===== src/rtl/parc_rob_ctrl.sv =====
// Reorder-buffer controller: in-order slot allocation, out-of-order fill, in-order commit,
// plus a youngest-writer lookup per decode source operand.
module parc_rob_ctrl #(
    parameter int NUM_ENTRIES = 16,
    parameter int SLOT_BITS   = 4
) (
    input  logic                 clk,
    input  logic                 reset,

    input  logic                 alloc_val,
    output logic                 alloc_rdy,
    input  logic                 alloc_wen,
    input  logic [4:0]           alloc_waddr,
    output logic [SLOT_BITS-1:0] alloc_slot,

    input  logic                 fill_val,
    input  logic [SLOT_BITS-1:0] fill_slot,

    output logic                 commit_val,
    output logic                 commit_wen,
    output logic [SLOT_BITS-1:0] commit_slot,
    output logic [4:0]           commit_waddr,

    input  logic [4:0]           src0_addr,
    input  logic [4:0]           src1_addr,
    output logic                 src0_hit,
    output logic                 src1_hit,
    output logic [SLOT_BITS-1:0] src0_slot,
    output logic [SLOT_BITS-1:0] src1_slot,
    output logic                 src0_pending,
    output logic                 src1_pending,

    output logic                 empty,
    output logic [SLOT_BITS:0]   count
);

    localparam logic [SLOT_BITS:0] FULL_COUNT = (SLOT_BITS+1)'(NUM_ENTRIES);

    typedef struct packed {
        logic                 hit;
        logic [SLOT_BITS-1:0] slot;
        logic                 pending;
    } lookup_t;

    logic [NUM_ENTRIES-1:0] ent_valid;
    logic [NUM_ENTRIES-1:0] ent_pending;
    logic [NUM_ENTRIES-1:0] ent_wen;
    logic [4:0]             ent_waddr [NUM_ENTRIES];

    logic [SLOT_BITS-1:0]   head;
    logic [SLOT_BITS-1:0]   tail;

    logic                   alloc_fire;
    lookup_t                src0_res;
    lookup_t                src1_res;

    // Everything handshake-related is decoded from registered state only.
    assign alloc_rdy    = (count != FULL_COUNT);
    assign alloc_fire   = alloc_val && alloc_rdy;
    assign alloc_slot   = tail;

    assign commit_val   = ent_valid[head] && !ent_pending[head];
    assign commit_wen   = commit_val && ent_wen[head] && (ent_waddr[head] != 5'd0);
    assign commit_slot  = head;
    assign commit_waddr = ent_waddr[head];

    assign empty        = (count == '0);

    // Valid entries form a contiguous run from head; scanning oldest to youngest and
    // keeping the last match yields the youngest writer, including when head > tail.
    function automatic lookup_t find_youngest(input logic [4:0] addr);
        lookup_t              res;
        logic [SLOT_BITS-1:0] idx;
        res = '0;
        for (int i = 0; i < NUM_ENTRIES; i++) begin
            idx = head + SLOT_BITS'(i);
            if (addr != 5'd0 && ent_valid[idx] && ent_wen[idx] && ent_waddr[idx] == addr) begin
                res.hit     = 1'b1;
                res.slot    = idx;
                res.pending = ent_pending[idx];
            end
        end
        return res;
    endfunction

    // NOTE: every always_comb output gets a value on every path, so no latch is inferred.
    always_comb begin
        src0_res     = find_youngest(src0_addr);
        src1_res     = find_youngest(src1_addr);
        src0_hit     = src0_res.hit;
        src0_slot    = src0_res.slot;
        src0_pending = src0_res.pending;
        src1_hit     = src1_res.hit;
        src1_slot    = src1_res.slot;
        src1_pending = src1_res.pending;
    end

    // NOTE: state registers use non-blocking assignments so every read sees pre-edge values.
    always_ff @(posedge clk) begin
        if (reset) begin
            ent_valid <= '0;
            head      <= '0;
            tail      <= '0;
            count     <= '0;
        end else begin
            if (alloc_fire) begin
                ent_valid[tail] <= 1'b1;
                tail            <= tail + 1'b1;
            end
            if (commit_val) begin
                ent_valid[head] <= 1'b0;
                head            <= head + 1'b1;
            end
            count <= count + (SLOT_BITS+1)'(alloc_fire) - (SLOT_BITS+1)'(commit_val);
        end
    end

    // NOTE: the payload array is not reset; valid gates every use of it, so stale
    // contents after reset are never observed and the array stays a plain register file.
    always_ff @(posedge clk) begin
        if (alloc_fire) begin
            ent_pending[tail] <= 1'b1;
            ent_wen[tail]     <= alloc_wen;
            ent_waddr[tail]   <= alloc_waddr;
        end
        if (fill_val && ent_valid[fill_slot]) begin
            ent_pending[fill_slot] <= 1'b0;
        end
    end

    // Writeback must only target a slot that is currently in flight.
    fill_of_invalid_slot: assert property (
        @(posedge clk) disable iff (reset) fill_val |-> ent_valid[fill_slot]
    );

endmodule


===== config.mk =====
export PLATFORM = sky130hd
export DESIGN_NAME = parc_rob_ctrl
export DESIGN_NICKNAME = d
export VERILOG_FILES = /design/src/rtl/parc_rob_ctrl.sv
export SDC_FILE = /design/constraint.sdc
export NUM_CORES = 1
export LEC_CHECK = 0
export ABC_AREA = 1
export BUFFER_PORTS_ARGS = -buffer_cell sky130_fd_sc_hd__buf_2
export CORE_ASPECT_RATIO = 1.1
export CORE_UTILIZATION = 29
export DETAILED_ROUTE_END_ITERATION = 10
export HOLD_SLACK_MARGIN = 0.02
export PLACE_DENSITY_LB_ADDON = 0.25
export SETUP_SLACK_MARGIN = 0.05
export SKIP_LAST_GASP = 1
export SLEW_MARGIN = 0
export SYNTH_ARGS = -nofsm -noshare
export SYNTH_HDL_FRONTEND = slang
export SYNTH_SLANG_ARGS = --single-unit

===== constraint.sdc =====
create_clock -name clk -period 13.2 [get_ports clk]
set_clock_uncertainty 0.2 [all_clocks]
set_input_delay 2.64 -clock clk [delete_from_list [all_inputs] [get_ports clk]]
set_output_delay 2.64 -clock clk [all_outputs]
set_load 0.01 [all_outputs]

==> flow_metrics.env <==
export IMPL_internal_power_w=0.000841
export IMPL_num_vias=19200
export IMPL_synth_top_area_share_pct=20.5
export IMPL_p_switching_w=0.000461
export IMPL_worst_pin_slew_ps=1240
export IMPL_regToRegSetupSlack_ps=7350
export IMPL_synth_seq_area_share_pct=23.0
export IMPL_nets=2829
export IMPL_avgViaCountPerCell=5.40
export IMPL_post_route_period_util_pct=69.4
export IMPL_crit_path_frequent_cell="nand2_1"
export IMPL_setup_tns_ps=0
export IMPL_postRouteAntennaNets=0
export IMPL_powerDensity_nw_per_um2=72.8
export IMPL_synth_cells=2841
export IMPL_clock_latency_ps=440
export IMPL_diodes=0
export IMPL_arrival_ps=6320
export IMPL_areaGrowthSynthToFinish_pct=6.33
export IMPL_cp_start_kind="register"
export IMPL_drc=0
export IMPL_grt_pass1_vias=16800
export IMPL_num_rows=92
export IMPL_postCtsSetupRepairBufs=0
export IMPL_synth_seq_cells=145
export IMPL_pwr_share_clk_pct=34.7
export IMPL_crit_fanout=48
export IMPL_grt_overflow_total=0
export IMPL_slew_headroom_pct=17.3
export IMPL_hpwl_um=61200
export IMPL_sequentialPowerShare_pct=40.3
export IMPL_grt_pass1_wl_um=114000
export IMPL_wl_per_cell_um=22.1
export IMPL_gp_congestion=1.04
export IMPL_avgSynthCellArea_um2=5.92
export IMPL_cts_resized=0
export IMPL_worstPathRequired_ps=10360
export IMPL_cts_root_buffer="clkbuf_16"
export IMPL_cts_tree="built"
export IMPL_finalSetupViolCount=0
export IMPL_die_x_um=232
export IMPL_grt_max_degree=88
export IMPL_synth_distinct_cells=61
export IMPL_p_leak_nw=8.42
export IMPL_cts_buffers=17
export IMPL_pin_count=58
export IMPL_synthesis_area_um2=16800
export IMPL_syn_num_nets=2889
export IMPL_htree_levels=4
export IMPL_async_reset_ff_share_pct=0
export IMPL_fp_dieH_um=255
export IMPL_dr_pass1_iters=6
export IMPL_multiInputGateArea_um2=11200
export IMPL_peakVddDrop_v=0.0000860
export IMPL_yosys_top_cells_area="nand2_1 21%, nand3_1 18%, edfxtp_1 17%, dfxtp_1 5.8%, xor2_1 5.2%"
export IMPL_clk_pin_slew_ps=70
export IMPL_cts_sinks=145
export IMPL_p_sw_share_pct=35.4
export IMPL_synth_ff_type="edfxtp_1"
export IMPL_finalPower_w=0.00130
export IMPL_power_frac_comb_pct=25.0
export IMPL_layout_drive_gt1_share_pct=6.62
export IMPL_ctsHoldBuffers=0
export IMPL_clock_fmax_mhz=109
export IMPL_min_period_ps=9160
export IMPL_max_stage_delay_ps=950
export IMPL_hold_path_class="register to register"
export IMPL_worstSetupEndpointType="output port"
export IMPL_antenna_found_initial=1
export IMPL_outcome="finished, final reports clean"
export IMPL_synth_edff_count=96
export IMPL_cpMaxStageDelayCell="inv_2"
export IMPL_ys_warn_count=0
export IMPL_drt_initial_drc_count=2415
export IMPL_drt_total_wl_um=78400
export IMPL_synth_top_area_cell="nand2_1"
export IMPL_rsz0062_at_grt="no"
export IMPL_hold_viol_final=0
export IMPL_fill_cells=6496
export IMPL_clk_path_buf_depth=2
export IMPL_die_area_um2=59000
export IMPL_slew_violations=0
export IMPL_maxCapViolations=0
export IMPL_port_buffers=57
export IMPL_worstSetupPathType="register to output port"
export IMPL_core_area_um2=57300
export IMPL_initial_core_util_pct=29.4
export IMPL_grt_util_all_layers_pct=26.3
export IMPL_register_area_um2=3870
## synthesized netlist by cell type, types with 24 or more instances
cell type    n
inv_1      208
buf_2       67
a21oi_1    106
nand2_1    920
o21ai_0    131
edfxtp_1    96
nand3_1    592
a31oi_1     24
nor2_1     213
dfxtp_1     49
clkbuf_1    42
xor2_1      99
## logic make-up (layout without fill, tap and decap cells)
logic type	count (synthesis)	in the layout	synth area share [%]
buffers and inverters	397	350	10.8
AND/OR/NAND/NOR	1805	1805	46.2
flip-flops	145	145	23.0
adder cells (fa/ha/maj)	24	24	1.83
XOR/XNOR	102	102	5.51
multiplexers	12	12	0.714
AO/OA/AOI/OAI	356	356	12.0
## state kept, by name (all words and copies together) (netlist names), named ones only
| name | flops |
|---|---|
| count | 5 |
| commit_slot | 4 |
| ent_pending | 16 |
| alloc_slot | 4 |
| ent_waddr | 80 |
| ent_valid | 16 |
| ent_wen | 16 |
## worst max-delay path: cells and delay by family (launching register included)
family	cells	cell delay, ps
AND/OR/NAND/NOR	19	2910
buffers and inverters	5	1730
flip-flops	1	500
AO/OA/AOI/OAI	3	370
adder cells (fa/ha/maj)	1	300
## final cells by class
cell class | instances | area share (%)
Clock buffer | 17 | 2.38
Clock inverter | 15 | 0.713
Inverter | 237 | 4.98
Multi-Input combinational cell | 2299 | 62.4
Sequential cell | 145 | 21.6
Tap cell | 752 | 5.26
Timing Repair Buffer | 81 | 2.60
## routing by layer
metal / track usage (%) / routed length [um]
met2: 41.4 / 34500
met5: 0 / 8
met4: 12.7 / 3910
met3: 2.55 / 6110
met1: 35.9 / 33900
## power by group through the flow
stage	combinational [W]	clock (W)	sequential, W
floorplan	0.000202	0	0.000531
global placement	0.000322	0	0.000534
detailed placement	0.000321	0	0.000534
CTS	0.000322	0.000459	0.000524
global route	0.000358	0.000476	0.000527
finish	0.000325	0.000452	0.000525
## through the flow
step                area [um2]  instances  utilization, %  hold slack, ps  setup WS, ps
finish                   17900       3546            31.2             258          4040
global placement         17300       3514            30.3             252          4380
CTS                      17900       3546            31.2             261          4200
global route             17900       3546            31.2             285          3750
detailed placement       17300       3514            30.3             252          4390
floorplan                16800       2841               -             234          5520
## path summary, 6_finish.rpt
kind	cells after the start	to	from
setup reg to reg	18	count[4]$_SDFF_PP0_	commit_slot[1]$_SDFFE_PP0P_
setup / recovery	28	src1_slot[3]	commit_slot[0]$_SDFFE_PP0P_
hold reg to reg	2	ent_pending[4]$_DFF_P_	ent_pending[4]$_DFF_P_
hold / removal	2	ent_pending[4]$_DFF_P_	ent_pending[4]$_DFF_P_
## cells in the final DEF, fill, tap and decap left out, drive strengths merged, types with 16 or more instances in the layout
cell type and instances:
inv 239, buf 81, nand3 595, edfxtp 96
a21oi 108, nand2 927, dfxtp 49, xor2 102
a32oi 16, ha 23, nor2 221, a31oi 24
clkbuf 17, o21ai 153
Power figures use the tool's default switching activity.
